$ cat src/rtl/group3_quad_encoder.sv
// Quadrature A/B generator: runs step commands (dir, edges, period) into Hall_A/Hall_B edges.
// Ports: clk_48/reset, cmd_* handshake, abort; Hall_A/B, dir, pos, cyc, busy, done; Hall_Z iff GROUP3_QENC_INDEX_EN.
module group3_quad_encoder #(
  parameter int COUNTS_PER_REV = 348,
  parameter int MIN_PERIOD     = 2
) (
  input  logic        clk_48,
  input  logic        reset,
  input  logic        cmd_valid,
  output logic        cmd_ready,
  input  logic        cmd_dir,
  input  logic [11:0] cmd_steps,
  input  logic [19:0] cmd_period,
  input  logic        abort,
  output logic        Hall_A,
  output logic        Hall_B,
  output logic        dir,
  output logic [11:0] pos,
  output logic [3:0]  cyc,
  output logic        busy,
  output logic        done
`ifdef GROUP3_QENC_INDEX_EN
  ,
  output logic        Hall_Z
`endif
);

  localparam logic [11:0] LP_MAXPOS = 12'(COUNTS_PER_REV - 1);
  localparam logic [19:0] LP_MINPER = 20'(MIN_PERIOD);

  typedef enum logic [1:0] {
    S_IDLE = 2'd0,
    S_RUN  = 2'd1,
    S_DONE = 2'd2
  } state_t;

  state_t      r_state, w_state_nxt;
  logic [19:0] r_timer, w_timer_nxt;
  logic [19:0] r_period, w_period_nxt;
  logic [11:0] r_steps, w_steps_nxt;
  logic [11:0] r_pos, w_pos_nxt;
  logic [3:0]  r_cyc, w_cyc_nxt;
  logic [1:0]  r_ab, w_ab_nxt;
  logic        r_dir, w_dir_nxt;
  logic        r_ready, w_ready_nxt;
  logic        r_busy, w_busy_nxt;
  logic        r_done, w_done_nxt;
  logic        w_edge;

  // Abort beats a coincident scheduled edge.
  assign w_edge = (r_state == S_RUN) && !abort &&
                  (r_timer == r_period - 20'd1);

  always_comb begin
    w_state_nxt  = r_state;
    w_timer_nxt  = r_timer;
    w_period_nxt = r_period;
    w_steps_nxt  = r_steps;
    w_pos_nxt    = r_pos;
    w_cyc_nxt    = r_cyc;
    w_ab_nxt     = r_ab;
    w_dir_nxt    = r_dir;
    w_ready_nxt  = 1'b0;
    w_busy_nxt   = 1'b0;
    w_done_nxt   = 1'b0;
    unique case (r_state)
      S_IDLE: begin
        w_ready_nxt = 1'b1;
        if (cmd_valid && r_ready) begin
          w_ready_nxt  = 1'b0;
          w_busy_nxt   = 1'b1;
          w_dir_nxt    = cmd_dir;
          w_steps_nxt  = cmd_steps;
          w_period_nxt = (cmd_period < LP_MINPER) ? LP_MINPER
                                                  : cmd_period;
          w_timer_nxt  = '0;
          w_state_nxt  = (cmd_steps == 12'd0) ? S_DONE : S_RUN;
        end
      end
      S_RUN: begin
        if (abort) begin
          w_ready_nxt = 1'b1;
          w_state_nxt = S_IDLE;
        end else begin
          w_busy_nxt = 1'b1;
          if (w_edge) begin
            w_timer_nxt = '0;
            w_steps_nxt = r_steps - 12'd1;
            unique case (r_ab)
              2'b00: w_ab_nxt = r_dir ? 2'b01 : 2'b10;
              2'b01: w_ab_nxt = r_dir ? 2'b11 : 2'b00;
              2'b11: w_ab_nxt = r_dir ? 2'b10 : 2'b01;
              2'b10: w_ab_nxt = r_dir ? 2'b00 : 2'b11;
            endcase
            if (r_dir) begin
              if (r_pos == LP_MAXPOS) begin
                w_pos_nxt = '0;
                w_cyc_nxt = r_cyc + 4'd1;
              end else begin
                w_pos_nxt = r_pos + 12'd1;
              end
            end else begin
              if (r_pos == 12'd0) begin
                w_pos_nxt = LP_MAXPOS;
                w_cyc_nxt = r_cyc - 4'd1;
              end else begin
                w_pos_nxt = r_pos - 12'd1;
              end
            end
            if (r_steps == 12'd1) w_state_nxt = S_DONE;
          end else begin
            w_timer_nxt = r_timer + 20'd1;
          end
        end
      end
      S_DONE: begin
        w_busy_nxt  = 1'b1;
        w_done_nxt  = 1'b1;
        w_state_nxt = S_IDLE;
      end
      default: w_state_nxt = S_IDLE;
    endcase
  end

  always_ff @(posedge clk_48 or posedge reset) begin
    if (reset) begin
      r_state  <= S_IDLE;
      r_timer  <= '0;
      r_period <= '0;
      r_steps  <= '0;
      r_pos    <= '0;
      r_cyc    <= '0;
      r_ab     <= '0;
      r_dir    <= 1'b0;
      r_ready  <= 1'b0;
      r_busy   <= 1'b0;
      r_done   <= 1'b0;
    end else begin
      r_state  <= w_state_nxt;
      r_timer  <= w_timer_nxt;
      r_period <= w_period_nxt;
      r_steps  <= w_steps_nxt;
      r_pos    <= w_pos_nxt;
      r_cyc    <= w_cyc_nxt;
      r_ab     <= w_ab_nxt;
      r_dir    <= w_dir_nxt;
      r_ready  <= w_ready_nxt;
      r_busy   <= w_busy_nxt;
      r_done   <= w_done_nxt;
    end
  end

`ifdef GROUP3_QENC_INDEX_EN
  logic r_z;
  logic w_wrap;

  assign w_wrap = w_edge &&
                  (r_dir ? (r_pos == LP_MAXPOS) : (r_pos == 12'd0));

  always_ff @(posedge clk_48 or posedge reset) begin
    if (reset) r_z <= 1'b0;
    else       r_z <= w_wrap;
  end

  assign Hall_Z = r_z;
`endif

  assign cmd_ready = r_ready;
  assign Hall_A    = r_ab[1];
  assign Hall_B    = r_ab[0];
  assign dir       = r_dir;
  assign pos       = r_pos;
  assign cyc       = r_cyc;
  assign busy      = r_busy;
  assign done      = r_done;

endmodule

$ cat config.mk
export PLATFORM = sky130hd
export DESIGN_NAME = group3_quad_encoder
export DESIGN_NICKNAME = d
export VERILOG_FILES = /design/src/rtl/group3_quad_encoder.sv
export SDC_FILE = /design/constraint.sdc
export NUM_CORES = 1
export LEC_CHECK = 0
export ABC_CLOCK_PERIOD_IN_PS = 4400
export BUFFER_PORTS_ARGS = -buffer_cell sky130_fd_sc_hd__buf_4
export CAP_MARGIN = 0
export CORE_ASPECT_RATIO = 0.9
export CORE_MARGIN = 3
export CORE_UTILIZATION = 50
export DETAILED_ROUTE_END_ITERATION = 16
export PLACE_DENSITY = 0.7
export SYNTH_ARGS = -nofsm -noshare
export SYNTH_HDL_FRONTEND = slang
export SYNTH_SLANG_ARGS = --single-unit
$ cat constraint.sdc
create_clock -name clk_48 -period 4.4 [get_ports clk_48]
set_clock_uncertainty 0.1 [all_clocks]
set_input_delay 0.22 -clock clk_48 [delete_from_list [all_inputs] [get_ports clk_48]]
set_output_delay 0.22 -clock clk_48 [all_outputs]
set_load 0.02 [all_outputs]
# Yosys cells after proc, flatten, opt, wreduce, memory -nomap -nowiden
# Index checks and enable logic that the tools add are counted.
[op_classes] eq_ne=14 n_mux=33 bitwise=1 n_reduce_logical=16 order_cmp=1 addsub=7
[ops] cell="$mux W20" n=4
[ops] cell="$mux W12" n=6
[ops] cell="$pmux W20 S2" n=1
[ops] cell="$logic_not A12 Y1" n=2
[ops] cell="$pmux W12 S2" n=1
[ops] cell="$sub A12 B1 Y12 const B" n=2
[ops] cell="$add A20 B1 Y20 const B" n=1
[ops] cell="$eq A20 B20 Y1" n=1
[ops] cell="$lt A20 B2 Y1 const B" n=1
[ops] cell="$sub A20 B1 Y20 const B" n=1
[ops] cell="$mux W2" n=9
[ops] cell="$add A12 B1 Y12 const B" n=1
[ops] cell="$eq A12 B1 Y1 const B" n=1
[ops] cell="$eq A12 B9 Y1 const B" n=1
[ops] cell="$mux W4" n=3
[ops] cell="$reduce_and A3 Y1" n=3
[ops] cell="$pmux W2 S4" n=1
[ops] cell="$eq A2 B2 Y1 const B" n=3
[ops] cell="$ne A2 B2 Y1 const B" n=3
[ops] cell="$mux W1" n=5
[ops] cell="$reduce_and A5 Y1" n=1
[ops] cell="$add A4 B1 Y4 const B" n=1
[ops] cell="$eq A2 B1 Y1 const B" n=2
[ops] cell="$logic_not A2 Y1" n=2
[ops] cell="13 further kinds" n=16
[totals] inputBits=37 wordCells=83 output_inout_bits=22 regBits=76

# Longest topological paths before layout
[depth] ltp_word=6 ltp_mapped=13 depth_no_buf=10

# Worst setup path before layout
# Ideal clock, no wire load.
[synth_path] path_type="register to register" from="register r_period[0]" to="register r_cyc[1] (netlist: cyc[1])" synth_period_minus_slack_ps=3466 n_path_buf=1 slack_ps=934 path_stages_with_launch=12 setup_time_ps=125 t_required_ps=4175 t_arrival_ps=3241 cell_sequence="dfrtp_1 > inv_1 > ha_1 > or4b_1 > clkbuf_1 > or4_1 > a21oi_1 > nor3_1 > nor4_2 > nand4_2 > or3_4 > mux2_4"
[synth_between] elab_chain_len=4
[synth_lines] element="start: declaration" line="39" text="logic [19:0] r_period, w_period_nxt;"
[synth_lines] element="start signal: assignment" line="141" text="r_period <= w_period_nxt;"
[synth_lines] element="$sub A20 B1 Y20" line="52" text="(r_timer == r_period - 20'd1);"
[synth_lines] element="$eq A20 B20 Y1" line="52"
[synth_lines] element="$logic_and A1 B1 Y1" line="51" text="assign w_edge = (r_state == S_RUN) && !abort &&"
[synth_lines] element="$reduce_and A5 Y1 (no source line)"
[synth_lines] element="end signal: assignment" line="144" text="r_cyc <= w_cyc_nxt;"
[synth_lines] element="end: declaration" line="42" text="logic [3:0] r_cyc, w_cyc_nxt;"
# Every way passes these cells.
# A chain may end at the register's enable or synchronous reset.

# Final worst setup path
[layout_path] from="register r_period[0]" to="register r_steps[7]"
[layout_between] elab_chain_len=5
[layout_lines] element="$sub A20 B1 Y20" line="52"
[layout_lines] element="$eq A20 B20 Y1" line="52"
[layout_lines] element="$logic_and A1 B1 Y1" line="51"
[layout_lines] element="$ne A2 B2 Y1 (no source line)"
[layout_lines] element="$reduce_and A4 Y1 (no source line)"
[layout_lines] element="end signal: assignment" line="142" text="r_steps <= w_steps_nxt;"
[layout_lines] element="end: declaration" line="40" text="logic [11:0] r_steps, w_steps_nxt;"
# Every way passes these cells.

==> impl_summary.md <==
GRT
The number of global-route vias before repair is 4,647. The initial antenna violation count was 0. The overall track demand over capacity in global routing is 24.7%.

The global-route wire length before repair is 23,300 um. Global routing finished with a remaining overflow of 0. Entering global routing, the biggest net connects 40 pins.

Synth
The most used flip-flop cell after synthesis is dfrtp_1. The netlist uses 63 different library cells. The number of nets in the synthesized netlist is 675.

In the synthesized netlist, the number of instances is 628. The mean cell area of the mapped netlist is 8.12 um2. After synthesis the cells add up to 5100 um2.

The fraction of registers with async set or reset after synthesis is 100%. The sequential share of the synthesized area is 37.3%. The synthesized flop and latch total is 76. The Yosys step of the flow raised 0 warnings. The number of enable-type register cells in the synthesized netlist is 0.

Routing
Detailed routing inserted a total of 5,048 vias. The pre-antenna-repair detailed-routing pass consisted of 5 iterations. The DRC violations left is 0. In the final routed layout, each cell accounts on average for 17.3 um. The first routing iteration left 367 violations. The post-route antenna net violation count is 0.

Dividing the detail-routed via count by the number of cells gives 6.22. For this block, the routed nets add up to 14,000 um of wire.

Timing
Based on the critical path, the design can be clocked at up to 259 MHz. For the pin with the worst max-slew slack, the measured transition is 1.00 ns. On the final layout, the worst hold slack is -0.0280 ns. The final setup TNS is 0 ns. The final setup violation count is 0. Setup repair after global routing left no endpoint under its margin. The final worst setup slack is 0.546 ns. The total count of max-transition violations in the final report is 0. For the finished layout, the period the worst path requires is 3.85 ns. In the finished design, the share of the clock period the worst path needs comes to 87.6%. Headroom to the max-slew limit came out at 33.3%. The number of hold violations in the final report is 38.

Clock tree
The clock tree from TritonCTS is built. The number of buffers on the longest clock path is 2. After clock tree synthesis, the clock-pin slew on the worst setup and hold paths is 0.06 ns. The clock latency at the later pin of the worst-skew pair is 0.34 ns. Post-CTS repair changed the size of 0 cells.

The H-tree level count is 3. The number of buffers added by the clock tree synthesis step is 9. The root cell of the clock tree is clkbuf_16. The clock sink count is 76. Once the clock tree was built, the setup fixing pass inserted 0 buffers.

Critical path
The nature of the critical path startpoint is a flop. The critical path goes through inv_1, ha_1, or4b_1, or4_1, a21oi_1, nor3_1, nor4_2, nand4_2, and2_0, a221o_1. The required time at the endpoint of the critical path is 4.52 ns. The worst-path cell with the longest stage delay is or4b_1. STA classifies the critical path endpoint as a flop. The largest fanout of any net on the critical path is 10. The worst reg-to-reg path cell count is 10.

The number of buffer and inverter instances along the worst setup path is 1. The path length in cells of the critical path is 10. The largest incremental delay on the critical path is 0.60 ns. The data arrival time of the critical path is 3.97 ns. The gate family responsible for the most delay along the worst path is simple AND/OR/NAND/NOR gates. The critical path is of the flop to flop type.

Cells and area
The area growth from synthesis to layout is 19.7%. The number of diodes is 0. The net count of the finished layout is 727.

In the final layout, the share of cells above drive strength 1 is 14.3%.

Power
The leakage power total is 0.00261 uW. Total power for the finished layout comes to 3180 uW. In this run, the clock network consumes 26.9% of the power.

Power spread over the standard cell area amounts to 520 nW/um2. In this run, the combinational gates consume 36.8% of the power. In this run the power spent charging and discharging nets is 1280 uW. The internal power of the cells totals 1890 uW. The switching power share of the total is 40.4%. The worst-case IR drop observed on VDD is 0.435 mV. Per report_power, the sequential group accounts for 36.3% of the total.

Place
The worst setup slack after placement is 0.604 ns. Port buffering added 58 buffers. Detailed placement finished with a half-perimeter wire length of 9700 um. At the end of routability-driven placement, the weighted congestion stood at 0.921.

Run
Across the run, the number of max-cap violations was 0.

Run status
The flow ran to the end, but the final reports show violations. The checks that failed: hold timing.

Floorplan
The floorplan step set the die width to 112 um. The height of the die is 102 um. The core region is 9830 um2. The die area is 11,500 um2. The initial core utilization is 51.9%. After floorplanning, the core was divided into 34 placement rows. 59 I/O pins were placed.

Min path
The worst min-delay path class is input pin to async pin.
cell type report:
cell class | count | area (um2)
inverters | 23 | 86.3
fillers | 840 | 3720
multi-input cells | 486 | 2950
clock inverters | 6 | 111
repair buffers | 84 | 676
well taps | 126 | 158
flip-flops and latches | 76 | 1900
clock buffers | 10 | 229
routing by layer:
layer,share of wire [%],routed length [um],track usage (%)
met4,1.2,168,5.64
met2,46,6480,39.3
met5,0,0,0
met3,6.0,847,4.68
met1,47,6530,35.4
final timing paths:
| path | slack, ns | from | to |
|---|---|---|---|
| max reg2reg | 0.55 | r_period[0] | r_steps[7] |
| max in group asynchronous | 3.21 | reset | r_steps[5] |
| min reg2reg | 0.40 | cyc[3] | cyc[3] |
| min in group clk_48 | 0.04 | cmd_period[0] | r_period[0] |
| min | -0.03 | reset | r_steps[8] |
| max | 0.55 | r_period[0] | r_steps[7] |
worst reg2reg max path, delay by kind of cell, from the launching register on:
kind / cells / cell delay, ns
compound gates: 2 / 0.60
fa+ha+maj: 1 / 0.28
buf+inv: 1 / 0.10
flops: 1 / 0.40
simple gates: 6 / 2.26
flip-flops by register name, indices dropped and copies added, names as in the netlist:
name and cells:
cyc 4, dir 1, done 1, pos 12, r_period 20, r_state 2
cmd_ready 1, busy 1, r_ab 2, r_steps 12, r_timer 20
cell usage in the layout, fill, tap and decap left out, types with 5 or more instances in the layout:
| master | count |
|---|---|
| xnor2_1 | 16 |
| clkbuf_16 | 9 |
| o22a_1 | 6 |
| xor2_1 | 17 |
| dfrtp_1 | 76 |
| nor3_1 | 23 |
| nand3b_1 | 5 |
| o21ai_0 | 28 |
| or4_1 | 8 |
| ha_1 | 9 |
| a31oi_1 | 22 |
| mux2i_1 | 14 |
| nand4_1 | 8 |
| or2_2 | 8 |
| o22ai_1 | 7 |
| o211ai_1 | 5 |
| dlygate4sd3_1 | 18 |
| nor4_1 | 23 |
| and3_1 | 12 |
| o31ai_1 | 5 |
| nor2_1 | 47 |
| buf_4 | 66 |
| a21oi_1 | 33 |
| or3_1 | 5 |
| nand3_1 | 33 |
| nand2_1 | 91 |
| inv_1 | 22 |
repair_timing:
action                                  CTS  global route
endpoints found under the hold margin    18             0
hold buffers                             18             0
endpoints found under the setup margin    0             0
power by group through the flow:
stage,clock (uW),sequential [uW],combinational [uW]
2_1_floorplan,0,1030,934
3_3_place_gp,0,1140,1090
3_5_place_dp,0,1150,1130
4_1_cts,868,1140,1160
5_1_grt,896,1180,1310
6_report,855,1150,1170
cell usage after synthesis (3+ instances only):
master | instances | area share, %
a21oi_1 | 33 | 3.2
o211ai_1 | 5 | 0.74
nand3b_1 | 5 | 0.74
nand2b_1 | 4 | 0.49
or3_1 | 5 | 0.61
clkbuf_1 | 35 | 2.6
buf_1 | 3 | 0.22
o31a_1 | 4 | 0.69
nor4_1 | 23 | 2.8
buf_2 | 5 | 0.49
nand2_1 | 91 | 6.7
or4_1 | 8 | 1.2
dfrtp_1 | 76 | 37
a22oi_1 | 3 | 0.44
o22ai_1 | 7 | 0.86
inv_1 | 23 | 1.7
o32ai_1 | 3 | 0.52
nand4_1 | 8 | 0.98
o311ai_0 | 3 | 0.52
mux2i_1 | 14 | 2.7
o22a_1 | 6 | 1.0
nand4b_1 | 3 | 0.52
nor3_1 | 23 | 2.3
a221oi_1 | 3 | 0.52
and2_1 | 3 | 0.37
ha_1 | 9 | 2.2
nand3_1 | 33 | 3.2
o21ai_0 | 28 | 2.7
nor2_1 | 47 | 3.5
xnor2_1 | 16 | 2.7
xor2_1 | 17 | 2.9
or2_2 | 8 | 0.98
and3_1 | 12 | 1.5
a31oi_1 | 22 | 2.7
o31ai_1 | 5 | 0.74
metrics by stage:
stage,util [%],instance area (um2),std cells
final,62.2,6110,811
after global routing,62.2,6110,811
after CTS,62.2,6110,811
after detailed placement,56.9,5590,777
after global placement,56.9,5590,777
after floorplan,-,5100,628
logic make-up after synthesis:
family / synth area share, %
simple gates: 28.6
flops: 37.3
fa+ha+maj: 2.60
xor+xnor: 5.66
mux: 3.56
compound gates: 17.4
buf+inv: 4.98
Note: power is estimated with default switching activity, not from simulation.
